File: src/rtl/interleaved_reg_fifo.sv
// Multi-channel register FIFO: NUM_CH independent circular buffers drained
// round-robin through one FWFT consumer port that tags each word with its channel.
module interleaved_reg_fifo #(
  parameter int DATA_WIDTH = 8,
  parameter int FIFO_DEPTH = 4,
  parameter int NUM_CH     = 4,
  parameter int AF_LEVEL   = 3,
  localparam int LB        = $clog2(FIFO_DEPTH),
  localparam int CH_W      = (NUM_CH > 1) ? $clog2(NUM_CH) : 1
) (
  input  logic                       clk,
  input  logic                       rst,
  input  logic                       clear,
  input  logic [NUM_CH*DATA_WIDTH-1:0] in_data,
  input  logic [NUM_CH-1:0]          in_valid,
  output logic [NUM_CH-1:0]          in_ready,
  output logic [DATA_WIDTH-1:0]      out_data,
  output logic [CH_W-1:0]            out_ch,
  output logic                       out_valid,
  input  logic                       out_ready,
  output logic [NUM_CH*(LB+1)-1:0]   count,
  output logic [NUM_CH-1:0]          almost_full
);

  localparam int LAST_I    = FIFO_DEPTH - 1;
  localparam int CH_LAST_I = NUM_CH - 1;
  localparam logic [LB:0]      DEPTH_C   = FIFO_DEPTH[LB:0];
  localparam logic [LB:0]      AF_C      = AF_LEVEL[LB:0];
  localparam logic [LB-1:0]    LAST_C    = LAST_I[LB-1:0];
  localparam logic [CH_W-1:0]  CH_LAST_C = CH_LAST_I[CH_W-1:0];

  logic [LB:0]           cnt_w  [NUM_CH];
  logic [DATA_WIDTH-1:0] head_w [NUM_CH];

  logic            rd;
  logic            any_valid;
  logic [CH_W-1:0] grant;
  logic            hold_q, hold_d;
  logic [CH_W-1:0] held_ch_q, held_ch_d;
  logic [CH_W-1:0] rr_ptr_q, rr_ptr_d;

  function automatic logic [LB-1:0] ptr_inc(input logic [LB-1:0] p);
    return (p == LAST_C) ? '0 : p + 1'b1;
  endfunction

  genvar gi;
  generate
    for (gi = 0; gi < NUM_CH; gi++) begin : g_ch
      logic [LB-1:0]         wptr_q, wptr_d;
      logic [LB-1:0]         rptr_q, rptr_d;
      logic [LB:0]           cnt_q, cnt_d;
      logic [DATA_WIDTH-1:0] mem_q [FIFO_DEPTH];
      logic                  wr;
      logic                  rd_ch;

      // A full channel never accepts, even when its head is being read this cycle.
      assign in_ready[gi] = cnt_q < DEPTH_C;
      assign wr           = in_valid[gi] & in_ready[gi] & ~clear;
      assign rd_ch        = rd & (out_ch == CH_W'(gi)) & ~clear;

      always_comb begin
        wptr_d = wptr_q;
        rptr_d = rptr_q;
        cnt_d  = cnt_q;
        if (clear) begin
          wptr_d = '0;
          rptr_d = '0;
          cnt_d  = '0;
        end else begin
          if (wr)    wptr_d = ptr_inc(wptr_q);
          if (rd_ch) rptr_d = ptr_inc(rptr_q);
          if (wr && !rd_ch)      cnt_d = cnt_q + 1'b1;
          else if (rd_ch && !wr) cnt_d = cnt_q - 1'b1;
        end
      end

      always_ff @(posedge clk or posedge rst) begin
        if (rst) begin
          wptr_q <= '0;
          rptr_q <= '0;
          cnt_q  <= '0;
        end else begin
          wptr_q <= wptr_d;
          rptr_q <= rptr_d;
          cnt_q  <= cnt_d;
        end
      end

      always_ff @(posedge clk) begin
        if (wr) mem_q[wptr_q] <= in_data[gi*DATA_WIDTH +: DATA_WIDTH];
      end

      assign head_w[gi]                 = mem_q[rptr_q];
      assign cnt_w[gi]                  = cnt_q;
      assign count[gi*(LB+1) +: LB+1]   = cnt_q;
      assign almost_full[gi]            = cnt_q >= AF_C;
    end
  endgenerate

  // Round-robin scan starting at rr_ptr; a latched grant overrides the scan.
  always_comb begin
    logic found;
    any_valid = 1'b0;
    grant     = '0;
    found     = 1'b0;
    for (int i = 0; i < NUM_CH; i++) begin
      int idx;
      any_valid = any_valid | (cnt_w[i] != '0);
      idx = int'(rr_ptr_q) + i;
      if (idx >= NUM_CH) idx = idx - NUM_CH;
      if (!found && cnt_w[idx] != '0) begin
        grant = CH_W'(idx);
        found = 1'b1;
      end
    end
    if (hold_q) grant = held_ch_q;
  end

  assign out_valid = any_valid;
  assign out_ch    = any_valid ? grant : '0;
  assign out_data  = any_valid ? head_w[grant] : '0;
  assign rd        = out_valid & out_ready;

  always_comb begin
    hold_d    = hold_q;
    held_ch_d = held_ch_q;
    rr_ptr_d  = rr_ptr_q;
    if (clear) begin
      hold_d    = 1'b0;
      held_ch_d = '0;
      rr_ptr_d  = '0;
    end else if (rd) begin
      hold_d   = 1'b0;
      rr_ptr_d = (out_ch == CH_LAST_C) ? '0 : out_ch + 1'b1;
    end else if (out_valid) begin
      hold_d    = 1'b1;
      held_ch_d = out_ch;
    end
  end

  always_ff @(posedge clk or posedge rst) begin
    if (rst) begin
      hold_q    <= 1'b0;
      held_ch_q <= '0;
      rr_ptr_q  <= '0;
    end else begin
      hold_q    <= hold_d;
      held_ch_q <= held_ch_d;
      rr_ptr_q  <= rr_ptr_d;
    end
  end

endmodule

File: config.mk
export PLATFORM = sky130hd
export DESIGN_NAME = interleaved_reg_fifo
export DESIGN_NICKNAME = d
export VERILOG_FILES = /design/src/rtl/interleaved_reg_fifo.sv
export SDC_FILE = /design/constraint.sdc
export NUM_CORES = 1
export LEC_CHECK = 0
export CORE_AREA = 2 2 114 116
export CTS_CLUSTER_DIAMETER = 40
export CTS_CLUSTER_SIZE = 12
export DETAILED_ROUTE_END_ITERATION = 10
export DIE_AREA = 0 0 116 118
export GPL_TIMING_DRIVEN = 1
export HOLD_SLACK_MARGIN = 0.06
export PLACE_DENSITY = 0.88
export SLEW_MARGIN = 20
export SYNTH_ARGS = -nofsm -noshare
export SYNTH_HDL_FRONTEND = slang
export SYNTH_SLANG_ARGS = --single-unit
File: constraint.sdc
create_clock -name clk -period 7.1 [get_ports clk]
set_clock_uncertainty 0.2 [all_clocks]
set_input_delay 1.065 -clock clk [delete_from_list [all_inputs] [get_ports clk]]
set_output_delay 1.065 -clock clk [all_outputs]
set_load 0.1 [all_outputs]
Word level (Yosys, flattened, before mapping)
Memories as Yosys holds them, arrays and structs flattened.
Cells that the tools add are included.
{"block": "op_classes", "addsub": 24, "order_cmp": 17, "bitwise": 26, "reduce_logical": 47, "eq_ne": 12, "muxes": 82}
{"cell": "32-bit by 3-bit greater-or-equal comparator with 1-bit output, second input constant", "n": 4}
{"cell": "32-bit 2-to-1 mux", "n": 4}
{"cell": "32-bit inverter", "n": 4}
{"cell": "2-bit 2-to-1 mux", "n": 36}
{"cell": "3-bit 2-to-1 mux", "n": 20}
{"cell": "3-bit nonzero test", "n": 13}
{"cell": "3-bit binary-select mux with 2-bit select", "n": 4}
{"cell": "8-bit 2-to-1 mux", "n": 3}
{"cell": "2-bit == test, second input constant", "n": 10}
{"cell": "2-bit nonzero test", "n": 10}
{"cell": "2-bit by 1-bit adder with 2-bit output, second input constant", "n": 9}
{"cell": "1-bit bitwise AND", "n": 17}
{"cell": "8-bit binary-select mux with 2-bit select", "n": 1}
{"cell": "1-bit 2-to-1 mux", "n": 14}
{"cell": "3-bit by 1-bit adder with 3-bit output, second input constant", "n": 4}
{"cell": "3-bit by 2-bit greater-or-equal comparator with 1-bit output, second input constant", "n": 4}
{"cell": "3-bit greater-or-equal comparator, second input constant", "n": 4}
{"cell": "3-bit < comparator, second input constant", "n": 4}
{"cell": "3-bit by 1-bit subtractor with 3-bit output, second input constant", "n": 4}
{"cell": "3-bit by 3-bit subtractor with 4-bit output, second input constant", "n": 3}
{"cell": "1-bit logical AND", "n": 11}
{"cell": "1-bit logical NOT", "n": 11}
{"cell": "2-bit by 2-bit adder with 3-bit output, second input constant", "n": 2}
{"cell": "2-bit by 3-bit subtractor with 4-bit output, second input constant", "n": 1}
{"cell": "9 further kinds", "n": 11}
{"block": "word_totals", "ram_bits": 128, "memories": 4, "in_bits": 40, "wordCells": 227, "regBits": 33}
{"memory": "g_ch[0].mem_q", "depth": 4, "width": 8, "rd": 1, "rd_clocked_by_memory_dff": 0, "write_ports": 1, "line_no": "52", "rtl": "logic [DATA_WIDTH-1:0] mem_q [FIFO_DEPTH];"}
{"memory": "g_ch[1].mem_q", "depth": 4, "width": 8, "rd": 1, "rd_clocked_by_memory_dff": 0, "write_ports": 1, "line_no": "52"}
{"memory": "g_ch[2].mem_q", "depth": 4, "width": 8, "rd": 1, "rd_clocked_by_memory_dff": 0, "write_ports": 1, "line_no": "52"}
{"memory": "g_ch[3].mem_q", "depth": 4, "width": 8, "rd": 1, "rd_clocked_by_memory_dff": 0, "write_ports": 1, "line_no": "52"}

Depth between registers and ports, before layout
Gate-level depths: netlist of the first run.
{"block": "depth", "depth_word": 26, "ltp_mapped": 15}

Worst setup path before layout of the first run
OpenSTA, ideal clock, no wires.
{"block": "synth_path", "path_kind": "register -> output", "from": "reg g_ch[1].cnt_q[2]", "to": "out out_data[0]", "setup_slack_ps": 449, "arrival_time_ps": 5386, "n_path_buf": 1, "stages_incl_launch_ff": 9, "path_cell_list": "dfrtp_1 inv_1 nand3_1 o21bai_1 a221oi_2 clkbuf_1 nand2_1 and3_1 a211oi_1"}
{"block": "synth_via", "elab_chain_cells": 20, "word_cells_on_any_way": 39, "cone_classes": "mux (24); bitwise (4); reduce/logical (11)"}
{"element": "start: declaration", "line_no": "51", "rtl": "logic [LB:0] cnt_q, cnt_d;"}
{"element": "start signal: assignment", "line_no": "85", "rtl": "cnt_q <= cnt_d;"}
{"element": "3-bit binary-select mux with 2-bit select", "line_no": "111", "rtl": "if (!found && cnt_w[idx] != '0) begin"}
{"element": "3-bit 2-to-1 mux (implied by the code) (2 in series)", "line_no": "111"}
{"element": "3-bit nonzero test", "line_no": "111"}
{"element": "1-bit 2-to-1 mux", "line_no": "111"}
{"element": "1-bit logical NOT", "line_no": "111"}
{"element": "1-bit logical AND", "line_no": "111"}
{"element": "1-bit 2-to-1 mux", "line_no": "111"}
{"element": "1-bit logical NOT", "line_no": "111"}
{"element": "[2 not listed]"}
{"element": "1-bit logical NOT", "line_no": "111"}
{"element": "1-bit logical AND", "line_no": "111"}
{"element": "2-bit 2-to-1 mux", "line_no": "111"}
{"element": "2-bit 2-to-1 mux", "line_no": "116", "rtl": "if (hold_q) grant = held_ch_q;"}
{"element": "2-bit inverter with 3-bit output (implied by the code)", "line_no": "121", "rtl": "assign out_data = any_valid ? head_w[grant] : '0;"}
{"element": "8-bit binary-select mux with 2-bit select", "line_no": "121"}
{"element": "8-bit 2-to-1 mux (implied by the code) (2 in series)", "line_no": "121"}
{"element": "8-bit 2-to-1 mux *", "line_no": "121"}
{"element": "end: declaration", "line_no": "17", "rtl": "output logic [DATA_WIDTH-1:0] out_data,"}
Mark *: on every way between the ends. The rest lies on a longest branch, timed or not. The select of a mux whose other input is x is not followed.

Worst setup path after layout of the first run
{"block": "layout_path", "from": "reg g_ch[2].cnt_q[0]", "to": "out out_data[7]"}
{"block": "layout_via", "elab_chain_cells": 20, "word_cells_on_any_way": 38, "cone_classes": "mux (24); bitwise (3); reduce/logical (11)"}
{"element": "start: declaration", "line_no": "51"}
{"element": "start signal: assignment", "line_no": "85"}
{"element": "3-bit binary-select mux with 2-bit select", "line_no": "111"}
{"element": "3-bit 2-to-1 mux (implied by the code) (2 in series)", "line_no": "111"}
{"element": "3-bit nonzero test", "line_no": "111"}
{"element": "1-bit 2-to-1 mux", "line_no": "111"}
{"element": "1-bit logical NOT", "line_no": "111"}
{"element": "1-bit logical AND", "line_no": "111"}
{"element": "1-bit 2-to-1 mux", "line_no": "111"}
{"element": "1-bit logical NOT", "line_no": "111"}
{"element": "[2 not listed]"}
{"element": "1-bit logical NOT", "line_no": "111"}
{"element": "1-bit logical AND", "line_no": "111"}
{"element": "2-bit 2-to-1 mux", "line_no": "111"}
{"element": "2-bit 2-to-1 mux", "line_no": "116"}
{"element": "2-bit inverter with 3-bit output (implied by the code)", "line_no": "121"}
{"element": "8-bit binary-select mux with 2-bit select", "line_no": "121"}
{"element": "8-bit 2-to-1 mux (implied by the code) (2 in series)", "line_no": "121"}
{"element": "8-bit 2-to-1 mux *", "line_no": "121"}
Marked as above.

==> flow_metrics.py, run 1 <==
metrics = {
    "outcome": {
        "outcome": "finished clean",
    },
    "synth": {
        "synth_top_cells_by_area": "edfxtp_1 (53%), dfrtp_1 (11%), mux4_2 (9.9%)",
        "ys_seq_elements": 161,
        "syn_area_per_cell_um2": 14.9,
        "synth_top_area_cell": "edfxtp_1",
        "synth_fp_nets": 551,
        "synth_seq_area_share_pct": 64.2,
        "netlist_top_cells_count": "edfxtp_1 (128), dfrtp_1 (33), nand2_1 (33)",
        "synth_flop_cell": "edfxtp_1",
        "yosysUniqueCellTypes": 56,
        "async_flop_share_pct": 20.5,
        "synth_edf_count": 128,
        "yosysMostFrequentCell": "edfxtp_1",
        "synth-warning-count": 0,
        "synth_top_area_share_pct": 52.9,
        "postSynthCellCount": 488,
        "syn-cell-area_mm2": 0.00727,
    },
    "setup_path": {
        "cp-start-kind": "flip-flop",
        "required_ns": 5.83,
        "end_kind": "output pin",
        "worst-endpoint-arrival_ns": 4.58,
        "rr_worst_depth": 12,
        "crit_type": "reg -> out",
        "r2r_start": "g_ch[2].cnt_q[0]",
        "r2r_slack_ns": 3.02,
        "critPathMaxFanout": 23,
        "r2r-end": "g_ch[1].cnt_q[2]",
    },
    "clock_tree": {
        "cts_hold_buf": 0,
        "clock_path_buffers": 2,
        "worst_skew_pair.late_latency_ns": 0.44,
        "numCtsBuffers": 17,
        "cts_root_buf": "clkbuf_16",
        "path_clk_slew_ns": 0.06,
        "cts_num_sinks": 161,
        "ctsHtreeMaxLevel": 4,
        "cts_setup_buffers": 0,
        "post_cts_resized": 0,
        "cts_tree": "done",
    },
    "die": {
        "core_area_mm2": 0.0124,
        "fp-row-count": 41,
        "fp.dieH_um": 118,
        "start_util_pct": 58.6,
        "die_w_um": 116,
        "io_pins": 71,
        "die_area_mm2": 0.0137,
    },
    "worst_hold_path": {
        "holdPathStages": 2,
        "hold_start": "g_ch[1].wptr_q[1]",
        "hold_path_end": "g_ch[1].wptr_q[1]",
        "hp-class": "reg -> reg",
    },
    "placed_design": {
        "dpl.hpwl_mm": 10.8,
        "place_ws_ns": 1.79,
        "placed_area_mm2": 0.00812,
        "portBuffers": 70,
        "gp_congestion": 0.855,
    },
    "route": {
        "vias_per_cell": 5.94,
        "num_vias": 4417,
        "wl_mm": 15.8,
        "dr.pass1.iters": 5,
        "drt_iter0_drc": 416,
        "drc": 0,
        "wl_per_cell_um": 21.2,
        "ant_nets": 0,
    },
    "finish": {
        "multiInputGateArea_mm2": 0.00241,
        "stdcell_area_mm2": 0.00867,
        "nets": 622,
        "regArea_mm2": 0.00467,
        "syn_to_final_growth_pct": 19.3,
        "fillers": 813,
        "final_layout_size_suffix_gt1_share_pct": 13.3,
        "antenna_cells": 0,
    },
    "sta": {
        "tns_ns": 0,
        "max_freq_ghz": 0.171,
        "slew_headroom_pct": 30.3,
        "maxSlewViolCount": 0,
        "hold_violations": 0,
        "worst-slew-pin-transition_ns": 1.04,
        "setup_slack_ns": 1.26,
        "rsz0062_at_grt": "false",
        "finalSetupViolCount": 0,
        "timing.final.crit_period_ns": 5.84,
        "min_period_over_period_pct": 82.3,
    },
    "grt": {
        "grt_pass1_wl_mm": 24.7,
        "grt_pass1_vias": 4601,
        "overflow": 0,
        "grt_max_degree": 41,
        "antenna_found_initial": 0,
        "gr-usage-all-layers_pct": 24.7,
    },
    "flow_run": {
        "max_cap_violations": 0,
    },
}
==> per-layer routing <==
metal	up-vias	track usage [%]	wire, um
met5	-	0	0
met4	0	9.30	417
met3	31	6.44	1100
met2	189	40.6	8110
met1	2206	31.5	6130
li1	1991	-	-
==> sequential cells by signal, summed over array words and instances (netlist names) <==
signal and flops:
rr_ptr_q 2, g_ch.cnt_q 12, held_ch_q 2, g_ch.mem_q 128, hold_q 1, g_ch.rptr_q 8, g_ch.wptr_q 8
==> worst max-delay path: stages, from the launching register on <==
cell and delay, ns:
dfrtp_1 0.43, or3_1 0.51, or4_4 0.53, a2111oi_4 0.37
a221o_4 0.40, nand2_1 0.10, and3_1 0.21, a211oi_1 0.36
clkdlybuf4s50_1 1.23
==> cell families (layout without fill, tap and decap cells) <==
| logic type | Yosys count | after routing | synth area share (%) |
|---|---|---|---|
| buf+inv | 47 | 131 | 2.70 |
| simple gates | 144 | 144 | 10.4 |
| fa+ha+maj | 23 | 23 | 4.37 |
| xor+xnor | 6 | 6 | 0.723 |
| mux | 43 | 43 | 11.4 |
| flops | 161 | 161 | 64.2 |
| compound gates | 64 | 64 | 6.19 |
==> layout by cell type, fill, tap and decap left out, types with 2 or more instances in the layout <==
cell type,Yosys,final
and2_1,17,17
edfxtp_1,128,128
a22oi_1,2,2
buf_4,0,5
nor2_1,31,31
nand3_1,4,4
bufinv_16,0,2
nor3b_2,2,2
inv_1,23,23
fa_1,4,4
o21ai_0,14,14
a22o_1,2,2
clkbuf_1,11,4
a211oi_1,11,11
xor2_1,2,2
a21oi_1,18,18
nor2b_1,3,3
or4_1,2,2
mux2i_1,11,11
clkinv_2,0,4
a31oi_1,4,4
ha_1,19,19
dfrtp_1,33,33
inv_6,0,2
clkbuf_16,0,17
and3_1,9,9
mux4_2,32,32
or3_1,4,4
clkinv_1,0,2
nor3_1,23,23
xnor2_1,4,4
clkdlybuf4s50_1,0,70
a211oi_2,2,2
nor3b_1,4,4
nand2_1,33,33
==> worst max-delay path by stage <==
stage	end	from	cells after the start
after floorplan	out_data[0]	g_ch[1].cnt_q[2]	8
after global placement	out_data[0]	g_ch[2].cnt_q[0]	8
after detailed placement	out_data[0]	g_ch[2].cnt_q[0]	8
after CTS	out_data[7]	g_ch[2].cnt_q[0]	8
after global routing	out_data[7]	g_ch[2].cnt_q[0]	8
final	out_data[7]	g_ch[2].cnt_q[0]	8
==> final cells by class <==
cell class / instances / area share, %
inverters: 24 / 1.04
repair buffers: 75 / 8.51
multi-input cells: 280 / 27.7
clock inverters: 11 / 1.30
flip-flops and latches: 161 / 53.8
well taps: 172 / 2.48
clock buffers: 21 / 5.08
==> metrics by stage <==
| stage | hold WS [ns] | std cells | utilization (%) |
|---|---|---|---|
| after CTS | 0.395 | 744 | 69.9 |
| final | 0.396 | 744 | 69.9 |
| after detailed placement | 0.387 | 712 | 65.4 |
| after global routing | 0.430 | 744 | 69.9 |
| after floorplan | 0.342 | 488 | - |
| after global placement | 0.371 | 712 | 65.4 |
Power of run 1 is left out: the tool's default activity adds up to more than one toggle a clock period on the data nets, which glitch-free logic cannot reach.
==> run 2, diff against run 1 <==
Settings changed: CORE_AREA 2 2 114 116 to 2 2 116 118, DIE_AREA 0 0 116 118 to 0 0 118 120, PLACE_DENSITY 0.88 to 0.86.
Clock period 7.1 ns to 5.6 ns, I/O delays scaled along.
==> run 2 against run 1 <==
First-iteration DRC count fell by 10%. Worst setup slack got worse by 0.23 ns. Register-to-register slack worse by 1.6 ns. Final area is 0.55% higher. Largest cell class unchanged. Cell count rose by 0.40%. Hold slack improved by 0.013 ns. Global-route usage is 1.6 points lower. Critical path depth is the same.
==> flow_metrics.py, run 2 (synthesis results as in run 1) <==
metrics = {
    "finish": {
        "largest_reg_flops": 128,
        "layout.cells.most_common": "edfxtp_1",
        "reg_top3": "g_ch.mem_q x128, g_ch.cnt_q x12",
        "layout.cells.most_common_list": "edfxtp_1 (128), clkdlybuf4s50_1 (60), nand2_1 (33), dfrtp_1 (33), mux4_2 (32)",
        "syn_to_final_growth_pct": 19.9,
        "fillers": 862,
        "final_layout_size_suffix_gt1_share_pct": 17.2,
        "antenna_cells": 0,
        "nets": 622,
        "largest-register": "g_ch.mem_q",
    },
    "die": {
        "start_util_pct": 56.0,
        "die_area_mm2": 0.0142,
        "core_area_mm2": 0.0130,
        "die_w_um": 118,
        "io_pins": 71,
        "fp.dieH_um": 120,
        "fp-row-count": 42,
    },
    "flow_run": {
        "max_cap_violations": 0,
    },
    "sta": {
        "timing.final.crit_period_ns": 4.58,
        "slew_headroom_pct": 31.9,
        "min_period_over_period_pct": 81.7,
        "hold_violations": 0,
        "setup_slack_ns": 1.02,
        "rsz0062_at_grt": "false",
        "maxSlewViolCount": 0,
        "tns_ns": 0,
        "finalSetupViolCount": 0,
        "max_freq_ghz": 0.218,
        "worst-slew-pin-transition_ns": 1.02,
    },
    "clock_tree": {
        "cts_num_sinks": 161,
        "cts_hold_buf": 0,
        "cts_root_buf": "clkbuf_16",
        "numCtsBuffers": 17,
        "path_clk_slew_ns": 0.06,
        "ctsHtreeMaxLevel": 4,
        "post_cts_resized": 0,
        "clock_path_buffers": 2,
        "worst_skew_pair.late_latency_ns": 0.43,
        "cts_tree": "done",
        "cts_setup_buffers": 0,
    },
    "route": {
        "wl_per_cell_um": 20.6,
        "drt_iter0_drc": 373,
        "wl_mm": 15.4,
        "ant_nets": 0,
        "num_vias": 4453,
        "dr.pass1.iters": 7,
        "vias_per_cell": 5.96,
        "drc": 0,
    },
    "placed_design": {
        "gp_congestion": 0.895,
        "dpl.hpwl_mm": 10.8,
        "portBuffers": 70,
        "place_ws_ns": 1.48,
    },
    "worst_hold_path": {
        "holdPathStages": 2,
        "hp-class": "reg -> reg",
        "hold_path_end": "g_ch[1].cnt_q[2]",
        "hold_start": "g_ch[1].cnt_q[2]",
    },
    "grt": {
        "antenna_found_initial": 0,
        "overflow": 0,
        "grt_max_degree": 34,
        "grt_pass1_vias": 4517,
        "gr-usage-all-layers_pct": 23.1,
        "grt_pass1_wl_mm": 24.2,
    },
    "outcome": {
        "outcome": "finished clean",
    },
    "setup_path": {
        "critPathMaxFanout": 23,
        "worst-endpoint-arrival_ns": 3.54,
        "slowest_stage": "or4_4",
        "rr_worst_depth": 12,
        "required_ns": 4.56,
        "crit_type": "reg -> out",
        "cp_top_family": "simple AND/OR/NAND/NOR gates",
        "path_depth": 8,
        "r2r_slack_ns": 1.43,
        "cp-start-kind": "flip-flop",
        "critPathBufInv": 1,
        "path_cells": "or3_1, or4_4, a2111oi_4, a221o_4, nand2_1, and3_1, a211oi_2, buf_4",
        "r2r_start": "g_ch[2].cnt_q[0]",
        "max_stage_delay_ns": 0.53,
        "end_kind": "output pin",
        "r2r-end": "g_ch[1].cnt_q[2]",
    },
}
## run 2: worst max path at each step
stage / endpoint / startpoint
6_report: out_data[1] / g_ch[2].cnt_q[0]
5_1_grt: out_data[1] / g_ch[3].cnt_q[0]
4_1_cts: out_data[1] / g_ch[2].cnt_q[0]
3_5_place_dp: g_ch[1].cnt_q[2] / g_ch[2].cnt_q[0]
3_3_place_gp: out_data[7] / g_ch[2].cnt_q[0]
2_1_floorplan: out_data[2] / g_ch[1].cnt_q[2]
## run 2: per-layer routing
metal,track usage [%],routed length [um]
met2,41.3,8440
met3,5.75,842
met4,10.5,526
met1,26.1,5610
met5,0,0
## run 2: final cells by class
cell class,instances,area (um2),area share (%)
Timing Repair Buffer,75,713,8.18
Multi-Input combinational cell,280,2450,28.1
Clock inverter,14,155,1.78
Clock buffer,17,425,4.88
Inverter,24,90.1,1.03
Tap cell,176,220,2.53
Sequential cell,161,4670,53.6
## run 2: stage by stage
step | util (%) | cells | cell area [um2] | hold slack (ns)
6_report | 67.2 | 747 | 8720 | 0.409
5_1_grt | 67.2 | 747 | 8720 | 0.438
4_1_cts | 67.2 | 747 | 8720 | 0.408
3_5_place_dp | 62.7 | 716 | 8140 | 0.400
3_3_place_gp | 62.7 | 716 | 8140 | 0.359
2_1_floorplan | - | 488 | 7310 | 0.342
## run 2: tightest hold or removal path, delay by kind of cell, from the launching register on
| kind | cells | cell delay [ns] |
|---|---|---|
| flip-flops | 1 | 0.44 |
| AO/OA/AOI/OAI | 1 | 0.05 |
| AND/OR/NAND/NOR | 1 | 0.08 |
Power of run 2 is left out for the same reason.
